[src/rtl/dsp_selftest_seq.sv]
// rtl/dsp_selftest_seq.sv - DSP self-test sequencer: hard-multiply vs serial shift-add cross-check
module dsp_selftest_seq #(
    parameter int WIDTH   = 32,
    parameter int SEED    = 127,
    parameter int STEP    = 3,
    parameter int K       = 5,
    parameter int N_VEC   = 8,
    parameter int KAT_EN  = 1,
    parameter int KAT_VAL = 581406,
    localparam int EW     = $clog2(N_VEC + 1),
    localparam int VW     = $clog2(N_VEC) | 1
) (
    input  logic             clk,
    input  logic             rst_n,
    input  logic             start,
    input  logic             inj_fault,
    output logic             busy,
    output logic             done,
    output logic             pass,
    output logic [EW-1:0]    err_cnt,
    output logic [VW-1:0]    vec_idx,
    output logic [WIDTH-1:0] result
);
    localparam int CW = (WIDTH > 1) ? $clog2(WIDTH) : 1;
    localparam logic [WIDTH-1:0] SEED_W  = WIDTH'(SEED);
    localparam logic [WIDTH-1:0] STEP_W  = WIDTH'(STEP);
    localparam logic [WIDTH-1:0] K_W     = WIDTH'(K);
    localparam logic [WIDTH-1:0] KAT_W   = WIDTH'(KAT_VAL);
    localparam logic [CW-1:0]    LAST    = CW'(WIDTH - 1);
    localparam logic [VW-1:0]    LAST_V  = VW'(N_VEC - 1);
    localparam logic [EW-1:0]    SAT     = EW'(N_VEC);

    typedef enum logic [2:0] {
        IDLE, LOAD, F1, F2, S1, S2, CMP, DONE
    } state_t;

    state_t           state, state_nx;
    logic [CW-1:0]    cnt;
    logic [WIDTH-1:0] s, vf, rf, vs, rs, acc;
    logic [WIDTH-1:0] partial, acc_sum;
    logic             kat_ok;

    always_ff @(posedge clk or negedge rst_n) begin
        if (!rst_n) state <= IDLE;
        else        state <= state_nx;
    end

    always_comb begin
        state_nx = state;
        case (state)
            IDLE, DONE: if (start) state_nx = LOAD;
            LOAD:       state_nx = F1;
            F1:         state_nx = F2;
            F2:         state_nx = S1;
            S1:         if (cnt == LAST) state_nx = S2;
            S2:         if (cnt == LAST) state_nx = CMP;
            CMP:        state_nx = (vec_idx == LAST_V) ? DONE : LOAD;
            default:    state_nx = IDLE;
        endcase
    end

    // One shared shift-add step: S1 walks the bits of K, S2 the bits of vs.
    always_comb begin
        partial = '0;
        if (state == S2) begin
            if (vs[cnt]) partial = vs << cnt;
        end else begin
            if (K_W[cnt]) partial = s << cnt;
        end
        acc_sum = acc + partial;
    end

    always_ff @(posedge clk or negedge rst_n) begin
        if (!rst_n) begin
            cnt     <= '0;
            s       <= '0;
            vf      <= '0;
            rf      <= '0;
            vs      <= '0;
            rs      <= '0;
            acc     <= '0;
            kat_ok  <= 1'b0;
            err_cnt <= '0;
            vec_idx <= '0;
            result  <= '0;
        end else begin
            case (state)
                IDLE, DONE: begin
                    if (start) begin
                        err_cnt <= '0;
                        vec_idx <= '0;
                        kat_ok  <= 1'b1;
                    end
                end
                LOAD: begin
                    s   <= SEED_W + WIDTH'(vec_idx) * STEP_W;
                    acc <= '0;
                    cnt <= '0;
                end
                F1: vf <= s + s * K_W;
                F2: rf <= (vf + vf * vf) ^ WIDTH'(inj_fault);
                S1, S2: begin
                    if (cnt == LAST) begin
                        if (state == S1) vs <= s + acc_sum;
                        else             rs <= vs + acc_sum;
                        acc <= '0;
                        cnt <= '0;
                    end else begin
                        acc <= acc_sum;
                        cnt <= cnt + CW'(1);
                    end
                end
                CMP: begin
                    result <= rf;
                    if (rf != rs && err_cnt != SAT) err_cnt <= err_cnt + EW'(1);
                    if (vec_idx == '0 && KAT_EN != 0 && rf != KAT_W) kat_ok <= 1'b0;
                    if (vec_idx != LAST_V) vec_idx <= vec_idx + VW'(1);
                end
                default: ;
            endcase
        end
    end

    assign busy = (state != IDLE) && (state != DONE);
    assign done = (state == DONE);
    assign pass = done && (err_cnt == '0) && kat_ok;

endmodule

[config.mk]
export PLATFORM = sky130hd
export DESIGN_NAME = dsp_selftest_seq
export DESIGN_NICKNAME = d
export VERILOG_FILES = /design/src/rtl/dsp_selftest_seq.sv
export SDC_FILE = /design/constraint.sdc
export NUM_CORES = 1
export LEC_CHECK = 0
export BUFFER_PORTS_ARGS = -buffer_cell sky130_fd_sc_hd__buf_2
export CORE_MARGIN = 3
export CORE_UTILIZATION = 60
export CTS_BUF_LIST = sky130_fd_sc_hd__clkbuf_8
export CTS_CLUSTER_SIZE = 20
export DETAILED_ROUTE_END_ITERATION = 8
export HOLD_SLACK_MARGIN = 0.06
export PLACE_DENSITY = 0.83
export REMOVE_ABC_BUFFERS = 1
export SYNTH_ARGS = -nofsm -noshare
export SYNTH_HDL_FRONTEND = slang
export SYNTH_SLANG_ARGS = --single-unit
[constraint.sdc]
create_clock -name clk -period 8.5 [get_ports clk]
set_input_delay 0.425 -clock clk [delete_from_list [all_inputs] [get_ports clk]]
set_output_delay 0.425 -clock clk [all_outputs]
set_load 0.01 [all_outputs]
Yosys cells after proc, flatten, opt, wreduce, memory -nomap -nowiden

Memory sizes are Yosys's and may differ from the RTL's.
Cells that the tools add are included.

$add $sub $neg: 9
$mul: 3
$lt $le $gt $ge: 1
Equal/unequal tests: 20
Shift operators: 2
Mux-type cells: 24
Bitwise logic cells: 2
Reduce and logical (&&, ||, !) cells: 19

Operators with widths:

| operator              | count |
|---|---|
| $add 32x32->32        | 5 |
| $mux 32               | 4 |
| $pmux 32 s2           | 1 |
| $shl 32x5->32         | 2 |
| $mul 32x3->32 const B | 1 |
| $mul 32x32->32        | 1 |
| $ne 32x20->1 const B  | 1 |
| $ne 32x32->1          | 1 |
| $xor 32x1->32         | 1 |
| $pmux 3 s7            | 1 |
| $mux 3                | 6 |
| $reduce_and 3->1      | 6 |
| $eq 3x3->1 const B    | 5 |
| $ne 2x2->1 const B    | 5 |
| $pmux 5 s2            | 1 |
| $add 7x5->8 const A   | 1 |
| $mux 4                | 2 |
| $pmux 4 s2            | 1 |
| $eq 3x2->1 const B    | 2 |
| $logic_not 3->1       | 2 |
| $lt 5x6->1 const B    | 1 |
| $ne 3x3->1 const B    | 2 |
| $pmux 3 s2            | 1 |
| $add 5x1->5 const B   | 1 |
| other kinds (17)      | 26 |

Flip-flop bits (word level): 240
Bits in read-only memories: 32
Input port bits: 4
Memories kept: 1

Memories:

| memory          | words | width | rd ports | clocked after Yosys merged registers in | wr ports | line | source |
|---|---|---|---|---|---|---|---|
| (no name shown) | 32    | 1     | 1        | 0                                       | 0        | 68   | `if (K_W[cnt]) partial = s << cnt;` |

Longest topological paths before layout

Word-level depth: 7
Mapped depth: 31
Mapped depth without buffers: 28

Worst setup path after synthesis

Ideal clock, no wire load.

Kind: register to register
Start: register vf[8]
End: register rf[20]
Library setup time: 136 ps
Data arrival time: 6359 ps
Data required time: 8364 ps
Setup slack: 2005 ps
Cell stages (with the launch flop): 24
Path buffers: 1
Path through: dfrtp_1 > clkbuf_1 > and2_1 > fa_1 > inv_1 > fa_1 > fa_1 > inv_1 > fa_1 > ha_1 > ha_1 > inv_1 > fa_1 > fa_1 > inv_1 > ha_1 > a2111oi_0 > nor3_1 > o41ai_1 > a31oi_1 > a21o_1 > a21oi_1 > xor2_1 > o21ai_0

Longest elaborated chain between the ends: 3

RTL lines:

| element                | line | source |
|---|---|---|
| from (decl)            | 39   | `logic [WIDTH-1:0] s, vf, rf, vs, rs, acc;` |
| from (signal assigned) | 100  | `F1: vf <= s + s * K_W;` |
| $mul 32x32->32         | 101  | `F2: rf <= (vf + vf * vf) ^ WIDTH'(inj_fault);` |
| $add 32x32->32 *       | 101  |  |
| $xor 32x1->32 *        | 101  |  |
| to (signal assigned)   | 101  |  |
| to (decl)              | 39   |  |

Mark *: on every way between the ends. The rest lies on a longest branch, timed or not.
A chain may end at the register's enable or synchronous reset.

Final worst setup path

Start: register cnt[1]
End: register rs[30]

Longest elaborated chain between the ends: 6
Elaborated cells on any way between the ends: 13
Those cells by class: add/sub: 2; eq/ne: 1; shift: 2; mux: 6; reduce/logical: 1; memory: 1

RTL lines:

| element                                           | line   | source |
|---|---|---|
| from (decl)                                       | 38     | `logic [CW-1:0] cnt;` |
| from (signal assigned)                            | 110    | `cnt <= cnt + CW'(1);` |
| $mem_v2 32x1 / $bmux 1 s5 (equally long branches) | -      |  |
| $mux 1, on equally long branches                  | 68, 66 |  |
| $mux 32, on equally long branches                 | 68, 66 |  |
| $mux 32                                           | 65     | `if (state == S2) begin` |
| $add 32x32->32                                    | 70     | `acc_sum = acc + partial;` |
| $add 32x32->32                                    | 105    | `else rs <= vs + acc_sum;` |
| to (signal assigned)                              | 105    |  |
| to (decl)                                         | 39     |  |

Several ways; a longest one is shown, not always the timed one. The select of a mux whose other input is x is not followed.

==> tab_implementation.tex <==
\begin{tabular}{lr}
\hline
Metric & Value \\
\hline
\multicolumn{2}{l}{\textbf{Run status}} \\
Result of the run & completed \\
\multicolumn{2}{l}{\textbf{Logic synthesis}} \\
Mean area per synthesized cell & 8.78 um2 \\
Synthesis Warnings & 0 \\
Prevailing post-synth register cell & dfrtp\_1 \\
Netlist area before placement & 17800 um2 \\
Register bit total from synthesis & 178 \\
Count of flip-flops with a built-in enable after synthesis & 0 \\
Async set-reset flop share out of synthesis & 100\% \\
Unique masters post-synth & 90 \\
Gate Count Post-Synth & 2027 \\
Sequential element share of the synthesized area & 25.0\% \\
\multicolumn{2}{l}{\textbf{Drt}} \\
Routed length per placed instance & 19.3 um \\
Routed wire length & 46.6 mm \\
Number of nets with antenna violations after routing & 0 \\
Detailed-route vias per instance & 6.18 \\
Pre-antenna DRT Iters & 6 \\
Number of DRC violations after detailed-routing iteration 0 & 1551 \\
Number of remaining DRC errors & 0 \\
Vias after detailed routing & 14900 \\
\multicolumn{2}{l}{\textbf{Flow run}} \\
Maximum capacitance violations & 0 \\
\multicolumn{2}{l}{\textbf{Floorplan}} \\
\# rows & 62 \\
Number of top-level pins & 46 \\
Die Y-Extent & 178 um \\
Area enclosed by the die boundary & 31800 um2 \\
Initial core utilization & 61.5\% \\
Die width & 178 um \\
Area of the core & 28900 um2 \\
\multicolumn{2}{l}{\textbf{STA}} \\
Maximum clock skew at final layout & 22.7 ps \\
Final Max Tran Viols & 0 \\
Peak Freq & 135 MHz \\
Number of endpoints with negative hold slack in the final report & 0 \\
Worst slew margin relative to its limit & 19.4\% \\
Time the final worst path needs with I/O delays and setup & 7400 ps \\
Setup repair after global routing missed its margin & false \\
Setup Viol. Count Final & 0 \\
Final setup margin & 1100 ps \\
Setup tns final & 0 ps \\
Final worst path period share & 87.1\% \\
Actual slew at the worst max-slew pin & 1210 ps \\
\multicolumn{2}{l}{\textbf{GRT}} \\
First-pass GRT wire length & 75.5 mm \\
All-Layer GR Usage & 29.9\% \\
Antenna violations before repair & 2 \\
Maximum number of pins on one net before global-route repair & 73 \\
Via count of the first global-routing pass & 14400 \\
Total global routing overflow & 0 \\
\multicolumn{2}{l}{\textbf{Clocking}} \\
Number of gates resized after cts & 0 \\
Clock buffer count from CTS & 17 \\
Clock root buffer & clkbuf\_8 \\
Clock slew seen by the registers of the worst setup and hold paths & 120 ps \\
Number of setup buffers added after CTS & 0 \\
Clock sinks & 178 \\
Number of buffers added to fix hold violations after cts & 1 \\
TritonCTS clock tree & done \\
CTS max path bufs & 2 \\
Clock latency on the worst-skew pair & 490 ps \\
Deepest level of the CTS H-tree & 4 \\
\multicolumn{2}{l}{\textbf{Cells and area}} \\
NumNets Final & 2289 \\
Most used cells in the layout excluding fill and tap cells & nand2\_1, ha\_1, inv\_1 \\
Most common library cell in the layout ignoring fill and taps & nand2\_1 \\
Area of all sequential standard cells & 4460 um2 \\
Area growth from synthesis to layout & 5.18\% \\
Number of fillers in the final layout & 2385 \\
Ratio of cells with drive above 1 in the final layout & 9.49\% \\
Area of all placed cells without fillers & 18700 um2 \\
Area of combinational cells with multiple inputs & 12300 um2 \\
N\_diodes & 0 \\
\multicolumn{2}{l}{\textbf{Critical path}} \\
Arrival time of the worst setup path & 7790 ps \\
Type of origin of the critical path & flip-flop \\
Data required time of the critical path & 8880 ps \\
Critical Path End Type & flip-flop \\
Largest driver fanout on the critical path & 38 \\
Crit path kind & flip-flop to flip-flop \\
\multicolumn{2}{l}{\textbf{Placed design}} \\
Dpl cell area & 18300 um2 \\
Placer Congestion & 0.955 \\
Total of buffers placed on input and output ports & 37 \\
Placed wire-length estimate & 36.2 mm \\
Post-placement worst setup slack & 1190 ps \\
\multicolumn{2}{l}{\textbf{Worst hold path}} \\
Hold crit path type & input port to flip-flop \\
\multicolumn{2}{l}{\textbf{Power and ir drop}} \\
Power density of the placed cells & 80.7 nW/um2 \\
Max rail drop VDD & 0.0832 mV \\
Leakage & 9.51 nW \\
\hline
\end{tabular}
[stage by stage]
| step | hold WS [ps] | total power, W | std cells | utilization [%] |
|---|---|---|---|---|
| 6_report | 177 | 0.00151 | 2417 | 64.7 |
| 5_1_grt | 161 | 0.00156 | 2417 | 64.7 |
| 4_1_cts | 161 | 0.00152 | 2417 | 64.7 |
| 3_5_place_dp | 406 | 0.000887 | 2385 | 63.2 |
| 3_3_place_gp | 404 | 0.000887 | 2385 | 63.2 |
| 2_1_floorplan | 129 | 0.000867 | 1939 | - |
[synthesized netlist by cell type (all sizes together), types with 16 or more instances]
master | count | area [um2]
nand2 | 283 | 1060
ha | 202 | 2530
dfrtp | 178 | 4450
inv | 178 | 668
o21ai | 142 | 711
nor2 | 126 | 473
a21oi | 93 | 469
xnor2 | 79 | 692
clkbuf | 71 | 267
fa | 62 | 1240
xor2 | 54 | 473
mux2i | 43 | 430
a21o | 38 | 285
and2 | 33 | 206
mux2 | 32 | 360
a22o | 29 | 254
nor3 | 29 | 161
mux4 | 27 | 608
buf | 24 | 128
nand3 | 24 | 125
a211oi | 21 | 163
nand2b | 21 | 131
nand4 | 17 | 128
nor4 | 16 | 115
[metal layers]
metal / track usage, % / vias to the layer above / wire [um]
met5: 0 / - / 25
met4: 8.83 / 4 / 1140
met3: 6.26 / 84 / 3760
met2: 47.2 / 620 / 21500
met1: 41.6 / 7191 / 20200
li1: - / 7035 / -
[report_power, final]
group / switching [W] / internal [W] / leakage, nW / total, W
clock network: 0.000383 / 0.000258 / 0.207 / 0.000641
registers: 0.000000444 / 0.000847 / 2.45 / 0.000847
logic: 0.0000198 / 0.00000276 / 6.85 / 0.0000226
[worst max-delay path, cell delays in order, from the launching register on]
cell       delay (ps)
dfrtp_2           860
mux4_2            360
mux2i_1            70
mux2i_1           170
nand3b_1          370
or2_2             450
inv_1              60
a22oi_1            50
nor3_1            200
ha_1              240
inv_1              70
fa_1              430
nand2b_1          200
a21o_1            200
a21o_1            200
o31ai_4           400
a41oi_1           190
xnor2_1           570
ha_1              400
and4_1            210
and3_1            200
a2111oi_0         600
o31ai_1           220
a21oi_1           220
nor4b_1            80
a211o_1           240
[final timing paths]
check | end | slack [ps] | cells past startpoint | startpoint
max | rs[30]$_DFFE_PN0P_ | 1100 | 25 | cnt[1]$_DFFE_PN0P_
min | rf[0]$_DFFE_PN0N_ | 180 | 2 | inj_fault
max reg2reg | rs[30]$_DFFE_PN0P_ | 1100 | 25 | cnt[1]$_DFFE_PN0P_
min reg2reg | result[9]$_DFFE_PN0P_ | 480 | 2 | result[9]$_DFFE_PN0P_
max in group asynchronous | acc[3]$_DFFE_PN0P_ | 6740 | 3 | rst_n
min in group asynchronous | result[16]$_DFFE_PN0P_ | 420 | 2 | rst_n
[final cells by class]
| cell class | count | share of cell area (%) |
|---|---|---|
| tap | 384 | 2.57 |
| inverter | 178 | 3.57 |
| timing repair buffer | 63 | 2.08 |
| clock inverter | 13 | 0.876 |
| multi-input combinational | 1583 | 65.8 |
| clock buffer | 18 | 1.32 |
| sequential | 178 | 23.8 |
[registers in the layout, indices dropped and copies added, names as in the netlist]
| name | count |
|---|---|
| rs | 32 |
| acc | 32 |
| cnt | 5 |
| result | 24 |
| vf | 10 |
| state | 3 |
| vs | 32 |
| rf | 24 |
| err_cnt | 4 |
| vec_idx | 3 |
| kat_ok | 1 |
| s | 8 |
[logic make-up after synthesis]
| family | synth area share, % |
|---|---|
| simple gates | 16.5 |
| compound gates | 16.8 |
| buf+inv | 5.97 |
| fa+ha+maj | 21.2 |
| flops | 25.0 |
| xor+xnor | 6.68 |
| mux | 7.86 |
| other cells | 0.0211 |
No activity file was read; power rests on OpenSTA's default activity.
